<file path="config.mk">
export PLATFORM = sky130hd
export DESIGN_NAME = pzvip_corebus_request_arbiter
export DESIGN_NICKNAME = d
export VERILOG_FILES = /design/src/rtl/pzvip_corebus_request_arbiter.sv
export SDC_FILE = /design/constraint.sdc
export NUM_CORES = 1
export LEC_CHECK = 0
export CAP_MARGIN = 20
export CORE_AREA = 5 5 386 388
export CTS_BUF_LIST = sky130_fd_sc_hd__clkbuf_16
export DETAILED_ROUTE_END_ITERATION = 12
export DIE_AREA = 0 0 391 393
export GPL_TIMING_DRIVEN = 0
export MAX_ROUTING_LAYER = met4
export SYNTH_ARGS = -nofsm -noshare
export SYNTH_HDL_FRONTEND = slang
export SYNTH_SLANG_ARGS = --single-unit
</file>
<file path="constraint.sdc">
create_clock -name i_clk -period 3.2 [get_ports i_clk]
set_input_delay 0.48 -clock i_clk [delete_from_list [all_inputs] [get_ports i_clk]]
set_output_delay 0.48 -clock i_clk [all_outputs]
set_load 0.05 [all_outputs]
</file>
<file path="src/rtl/pzvip_corebus_request_arbiter.sv">
// Shares one corebus request port between N masters. Requests are registered with 1 cycle latency and arbitrated round-robin, with a lock held for multi-beat bursts.
// Backpressure: a port is ready only when it is granted and the output register is free. Responses are routed combinationally by the ID prefix.
module pzvip_corebus_request_arbiter #(
    parameter int N         = 2,
    parameter int ID_W      = 8,
    parameter int ADDR_W    = 64,
    parameter int LEN_W     = 10,
    parameter int DATA_W    = 128,
    parameter int MAX_OUTST = 4,
    localparam int PW       = (N == 1) ? 1 : $clog2(N),
    localparam int BE_W     = DATA_W / 8,
    localparam int OID_W    = ID_W + PW
) (
    input  logic                  i_clk,
    input  logic                  i_rst_n,
    input  logic [N-1:0]          i_req_valid,
    output logic [N-1:0]          o_req_ready,
    input  logic [N*4-1:0]        i_req_command,
    input  logic [N*ID_W-1:0]     i_req_id,
    input  logic [N*ADDR_W-1:0]   i_req_address,
    input  logic [N*LEN_W-1:0]    i_req_length,
    input  logic [N*DATA_W-1:0]   i_req_data,
    input  logic [N*BE_W-1:0]     i_req_byte_enable,
    input  logic [N-1:0]          i_req_last,
    output logic                  o_req_valid,
    input  logic                  i_req_ready,
    output logic [3:0]            o_req_command,
    output logic [OID_W-1:0]      o_req_id,
    output logic [ADDR_W-1:0]     o_req_address,
    output logic [LEN_W-1:0]      o_req_length,
    output logic [DATA_W-1:0]     o_req_data,
    output logic [BE_W-1:0]       o_req_byte_enable,
    output logic                  o_req_last,
    input  logic                  i_res_valid,
    output logic                  o_res_ready,
    input  logic                  i_res_type,
    input  logic [OID_W-1:0]      i_res_id,
    input  logic                  i_res_error,
    input  logic [DATA_W-1:0]     i_res_data,
    input  logic [1:0]            i_res_last,
    output logic [N-1:0]          o_res_valid,
    input  logic [N-1:0]          i_res_ready,
    output logic                  o_res_type,
    output logic [ID_W-1:0]       o_res_id,
    output logic                  o_res_error,
    output logic [DATA_W-1:0]     o_res_data,
    output logic [1:0]            o_res_last,
    output logic                  o_res_drop
);

    localparam int CW = $clog2(MAX_OUTST + 1);
    localparam logic [CW-1:0] OUTST_MAX = CW'(MAX_OUTST);

    typedef enum logic [0:0] {IDLE, LOCKED} state_t;

    state_t            state_q, state_d;
    logic [PW-1:0]     rr_ptr_q, rr_ptr_d;
    logic [PW-1:0]     lock_port_q, lock_port_d;
    logic [CW-1:0]     outst_q [N];
    logic [CW-1:0]     outst_d [N];

    logic              req_vld_q, req_vld_d;
    logic [3:0]        req_cmd_q, req_cmd_d;
    logic [OID_W-1:0]  req_id_q, req_id_d;
    logic [ADDR_W-1:0] req_addr_q, req_addr_d;
    logic [LEN_W-1:0]  req_len_q, req_len_d;
    logic [DATA_W-1:0] req_data_q, req_data_d;
    logic [BE_W-1:0]   req_be_q, req_be_d;
    logic              req_last_q, req_last_d;

    logic [N-1:0]      eligible;
    logic              gnt_vld;
    logic [PW-1:0]     gnt_idx;
    logic [3:0]        gnt_cmd;
    logic              gnt_last;
    logic              load_en;
    logic              accept;
    logic [PW-1:0]     res_idx;
    logic              res_mapped;
    logic              res_retire;
    logic [N-1:0]      cnt_inc, cnt_dec;

    // The outstanding mask only gates a request's first beat; a locked burst is never throttled.
    always_comb begin
        eligible = '0;
        for (int p = 0; p < N; p++) begin
            eligible[p] = i_req_valid[p] && !(i_req_command[p*4+3] && (outst_q[p] == OUTST_MAX));
        end
    end

    always_comb begin
        gnt_vld = 1'b0;
        gnt_idx = '0;
        if (state_q == LOCKED) begin
            gnt_vld = i_req_valid[lock_port_q];
            gnt_idx = lock_port_q;
        end else begin
            for (int i = 0; i < N; i++) begin
                if (!gnt_vld && eligible[(int'(rr_ptr_q) + i) % N]) begin
                    gnt_vld = 1'b1;
                    gnt_idx = PW'((int'(rr_ptr_q) + i) % N);
                end
            end
        end
    end

    assign gnt_cmd  = i_req_command[int'(gnt_idx)*4 +: 4];
    assign gnt_last = i_req_last[gnt_idx];
    assign load_en  = !req_vld_q || i_req_ready;
    assign accept   = gnt_vld && load_en;

    always_comb begin
        o_req_ready = '0;
        if (i_rst_n && accept) begin
            o_req_ready[gnt_idx] = 1'b1;
        end
    end

    always_comb begin
        state_d     = state_q;
        rr_ptr_d    = rr_ptr_q;
        lock_port_d = lock_port_q;
        if (accept) begin
            rr_ptr_d = PW'((int'(gnt_idx) + 1) % N);
            if (state_q == IDLE) begin
                if (!gnt_last) begin
                    state_d     = LOCKED;
                    lock_port_d = gnt_idx;
                end
            end else if (gnt_last) begin
                state_d = IDLE;
            end
        end
    end

    always_comb begin
        req_vld_d  = req_vld_q;
        req_cmd_d  = req_cmd_q;
        req_id_d   = req_id_q;
        req_addr_d = req_addr_q;
        req_len_d  = req_len_q;
        req_data_d = req_data_q;
        req_be_d   = req_be_q;
        req_last_d = req_last_q;
        if (load_en) begin
            req_vld_d = gnt_vld;
            if (gnt_vld) begin
                req_cmd_d  = gnt_cmd;
                req_id_d   = {gnt_idx, i_req_id[int'(gnt_idx)*ID_W +: ID_W]};
                req_addr_d = i_req_address[int'(gnt_idx)*ADDR_W +: ADDR_W];
                req_len_d  = i_req_length[int'(gnt_idx)*LEN_W +: LEN_W];
                req_data_d = i_req_data[int'(gnt_idx)*DATA_W +: DATA_W];
                req_be_d   = i_req_byte_enable[int'(gnt_idx)*BE_W +: BE_W];
                req_last_d = gnt_last;
            end
        end
    end

    // Unmapped prefixes are sunk so a stray response can never stall the downstream port.
    assign res_idx    = i_res_id[ID_W +: PW];
    assign res_mapped = (int'(res_idx) < N);
    assign res_retire = i_res_valid && res_mapped && i_res_ready[res_idx] && i_res_last[0];

    always_comb begin
        o_res_valid = '0;
        o_res_ready = 1'b1;
        if (res_mapped) begin
            o_res_ready          = i_res_ready[res_idx];
            o_res_valid[res_idx] = i_res_valid && i_rst_n;
        end
    end

    assign o_res_drop  = i_rst_n && i_res_valid && !res_mapped;
    assign o_res_type  = i_res_type;
    assign o_res_id    = i_res_id[ID_W-1:0];
    assign o_res_error = i_res_error;
    assign o_res_data  = i_res_data;
    assign o_res_last  = i_res_last;

    always_comb begin
        cnt_inc = '0;
        cnt_dec = '0;
        for (int p = 0; p < N; p++) begin
            cnt_inc[p] = accept && (state_q == IDLE) && gnt_cmd[3] && (gnt_idx == PW'(p));
            cnt_dec[p] = res_retire && (res_idx == PW'(p));
            outst_d[p] = outst_q[p];
            if (cnt_inc[p] && !cnt_dec[p] && (outst_q[p] != OUTST_MAX)) begin
                outst_d[p] = outst_q[p] + 1'b1;
            end else if (cnt_dec[p] && !cnt_inc[p] && (outst_q[p] != '0)) begin
                outst_d[p] = outst_q[p] - 1'b1;
            end
        end
    end

    always_ff @(posedge i_clk or negedge i_rst_n) begin
        if (!i_rst_n) begin
            state_q     <= IDLE;
            rr_ptr_q    <= '0;
            lock_port_q <= '0;
            for (int p = 0; p < N; p++) begin
                outst_q[p] <= '0;
            end
            req_vld_q   <= 1'b0;
            req_cmd_q   <= '0;
            req_id_q    <= '0;
            req_addr_q  <= '0;
            req_len_q   <= '0;
            req_data_q  <= '0;
            req_be_q    <= '0;
            req_last_q  <= 1'b0;
        end else begin
            state_q     <= state_d;
            rr_ptr_q    <= rr_ptr_d;
            lock_port_q <= lock_port_d;
            for (int p = 0; p < N; p++) begin
                outst_q[p] <= outst_d[p];
            end
            req_vld_q   <= req_vld_d;
            req_cmd_q   <= req_cmd_d;
            req_id_q    <= req_id_d;
            req_addr_q  <= req_addr_d;
            req_len_q   <= req_len_d;
            req_data_q  <= req_data_d;
            req_be_q    <= req_be_d;
            req_last_q  <= req_last_d;
        end
    end

    assign o_req_valid       = req_vld_q;
    assign o_req_command     = req_cmd_q;
    assign o_req_id          = req_id_q;
    assign o_req_address     = req_addr_q;
    assign o_req_length      = req_len_q;
    assign o_req_data        = req_data_q;
    assign o_req_byte_enable = req_be_q;
    assign o_req_last        = req_last_q;

endmodule

</file>
==> results by group <==
Worst setup path
  – RR Endpoint: outst_q[5]$_DFFE_PN0P_
  – Reg2reg start: outst_q[0]$_DFFE_PN0P_
  – Critical path peak fanout: 49
  – Cell family with most CP delay: buffers and inverters
  – Reg2Reg Setup Slack: 0.18 ns
  – Startpoint types: input pin
  – Critical path's largest stage delay: 0.87 ns
  – Setup crit end kind: output pin
  – Slowest CP cell: clkdlybuf4s50_1
  – Worst path buffer plus inverter count: 4
  – WS Path Type: in -> out
  – CP Cell Sequence: dlygate4sd3_1 > buf_8 > buf_16 > and3_1 > clkdlybuf4s50_1
  – Worst r2r path cells: 8
  – Crit path DAT: 2.64 ns
  – CP required: 2.72 ns

Logic synthesis
  – Warnings, synthesis: 0
  – Post-Syn Nets: 2102
  – Compound-Gate Fraction of Synth Area: 13.2%
  – Synth area leaders: dfrtp_1 (50%), nand2_1 (14%), a31oi_1 (12%)
  – Adder-Cell Fraction of Synth Area: 0.327%
  – EDFF count, synth: 0
  – Main synth FF type: dfrtp_1
  – Synth top cells by count: nand2_1 (468), dfrtp_1 (242), nor2_1 (241)
  – Yosys cell types: 43
  – Largest family of logic cells by synthesized area: simple AND/OR/NAND/NOR gates
  – #FFs+latches synth: 242
  – Top-area cell type share of the netlist area: 49.5%
  – Area share of xor/xnor cells in the synthesized design: 0.143%
  – Simple-gate portion of the synthesized area: 23.0%
  – Synth area leader: dfrtp_1
  – Multiplexer share of the synthesized area: 0.798%
  – Sequential area share after synthesis: 49.5%
  – Post-synthesis cell count: 1489
  – Dominant cell by count in the synthesized netlist: nand2_1
  – Post-synth ARST share: 100%
  – Syn Std Cell Area: 12200 µm²
  – Mean post-synth cell area: 8.21 µm²

Global routing
  – Grt ovf: 0
  – Initial antenna violation count: 61
  – GRT Total Usage: 16.1%
  – Vias in the first global route: 15.1k
  – First-pass GRT wire length: 157000 µm
  – Largest net degree at the start of global routing: 101

Cells and area
  – Sequential cell area: 6060 µm²
  – Area of the multi-input gates: 4620 µm²
  – Final core occ: 17.0%
  – Share of cells above drive strength 1: 12.4%
  – P&R area growth vs syn: 102%
  – Fillers: 16.4k
  – Nets: 3000

Placed design
  – Global placement routability congestion: 0.897
  – PortBufs: 849
  – Post-DP HPWL: 111000 µm
  – Place WS: -1.59 ns

Min path
  – Hold crit path type: in -> reg
  – Hold path cells: 3
  – Worst hold endpoint: o_req_data[5]$_DFFE_PN0N_
  – Worst Hold Launch: i_req_data[133]

Drt
  – DRC errors left: 0
  – Vias after detailed routing: 14.9k
  – Routed wire per std cell: 29.1 µm
  – DRT Pass-1 Iters: 5
  – Initial DRC count: 824
  – Post-detailed-routing wire length: 127000 µm
  – Final ANT Viol Nets: 0
  – Via density: 3.40

Clocking
  – CTS H-Tree Depth: 2
  – Root buffer cell: clkbuf_16
  – Clk_lat worst skew: 0.60 ns
  – CTS Sinks: 242
  – CTS max path bufs: 3
  – Worst-path clk slew: 0.06 ns
  – CTS tree: done
  – Clock buffer count from CTS: 36

Timing
  – Slew @ Worst Pin: 1.14 ns
  – Max Clock Skew: 0.0432 ns
  – Fin. max-slew vios: 0
  – Tmin final: 3.12 ns
  – Final setup viols: 0
  – Final hold violation count: 0
  – Slew headroom: 24.0%
  – RSZ-0062 raised after global routing: no
  – TNS Setup: 0 ns
  – Peak Freq: 0.320 GHz
  – Worst setup slack after layout: 0.0781 ns
  – Final Cycle Share: 97.6%

Floorplanning
  – DIE HEIGHT: 393 µm
  – Die area: 154000 µm²
  – Top-Level Pins: 990
  – Die width: 391 µm
  – Floorplan Core Area: 145000 µm²
  – Initial Util: 8.43%
  – Standard-cell rows: 140

Pwr
  – LEAKAGE: 9.73 nW
  – Max IR drop VDD: 0.563 mV
  – PwrDens: 1170 nW/µm²

Run
  – Max_cap viols: 0

Status
  – Outcome: finished, final reports clean
==> cell families (layout without fill, tap and decap cells) <==
kind of cell	count (synthesis)	in the layout
buf+inv	251	1173
xor+xnor	2	2
flops	242	242
simple gates	731	731
compound gates	253	253
fa+ha+maj	2	2
mux	7	7
other cells	1	44
==> registers in the layout (all words and copies together) (netlist names) <==
register and flops:
lock_port_q 1, o_req_address 64, o_req_byte_enable 16, o_req_command 4, o_req_data 128, o_req_id 9, o_req_last 1, o_req_length 10
o_req_valid 1, outst_q 6, rr_ptr_q 1, state_q 1
==> layout make-up <==
| type | count | share of cell area [%] |
|---|---|---|
| clock buffer | 36 | 3.65 |
| clock inverter | 26 | 0.923 |
| sequential | 242 | 24.6 |
| timing repair buffer | 860 | 35.4 |
| antenna | 43 | 0.436 |
| inverter | 7 | 0.107 |
| tap | 1917 | 9.72 |
| multi-input combinational | 996 | 18.7 |
| buffer | 244 | 6.46 |
==> per-stage QoR <==
stage	instance area [µm²]	instances	power, mW	hold WS [ns]
after floorplan	12200	1489	15.5	0.184
after global placement	23100	4255	24.8	0.478
after detailed placement	23300	4260	24.9	0.476
after CTS	24500	4327	29.3	0.387
after global routing	24600	4363	30.1	0.415
final	24700	4371	28.8	0.447
==> power by group <==
group	leakage (nW)	switching, mW	internal (mW)	total, mW
logic	6.45	13.1	5.31	18.4
registers	2.71	1.70	4.66	6.36
clock network	0.573	1.73	2.30	4.03
total	9.73	16.5	12.3	28.8
==> cells in the final DEF (no fill, tap or decap), types with 6 or more instances in the layout <==
| cell type | count |
|---|---|
| clkdlybuf4s50_1 | 845 |
| nand2_1 | 466 |
| nor2_1 | 241 |
| dfrtp_1 | 240 |
| a31oi_1 | 230 |
| buf_4 | 154 |
| buf_2 | 52 |
| diode_2 | 43 |
| clkbuf_16 | 36 |
| clkbuf_1 | 25 |
| inv_1 | 12 |
| clkbuf_2 | 8 |
| clkinv_2 | 7 |
| buf_16 | 7 |
| o21ai_0 | 6 |
==> worst max-delay path by stage <==
| stage | startpoint | end | slack [ns] | depth (start not counted) |
|---|---|---|---|---|
| after floorplan | outst_q[0]$_DFFE_PN0P_ | outst_q[5]$_DFFE_PN0P_ | 0.51 | 7 |
| after global placement | i_rst_n | o_req_address[63]$_DFFE_PN0N_ | -10.87 | 1 |
| after detailed placement | i_req_command[3] | o_req_ready[1] | -1.59 | 8 |
| after CTS | outst_q[3]$_DFFE_PN0P_ | o_req_ready[1] | 0.004 | 7 |
| after global routing | i_rst_n | o_res_valid[1] | 0.02 | 5 |
| final | i_rst_n | o_res_valid[1] | 0.08 | 5 |
==> metal layers <==
metal	up-vias	wire [µm]	track usage [%]	part of all wire (%)
li1	6681	-	-	-
met1	7265	53600	19.8	42
met2	836	58100	25.2	46
met3	98	12700	6.10	10
met4	0	2770	3.24	2.2
met5	-	0	-	0
==> repair_timing <==
item	in CTS	in global routing
pin swaps	1	2
gates resized for setup	23	21
hold buffers	4	0
cloned	0	0
hold endpoints to repair	58	0
buffers inserted	1	1
setup endpoints to repair	19	82
==> worst register-to-register path: cells and delay by family, from the launching register on <==
kind | cells | cell delay, ns
AOI/OAI and AO/OA | 1 | 0.40
muxes | 1 | 0.45
adders and majority gates | 1 | 0.38
DFF | 1 | 0.45
and+or+nand+nor | 3 | 0.95
buffers and inverters | 2 | 0.25
(Power assumes the default switching activity.)
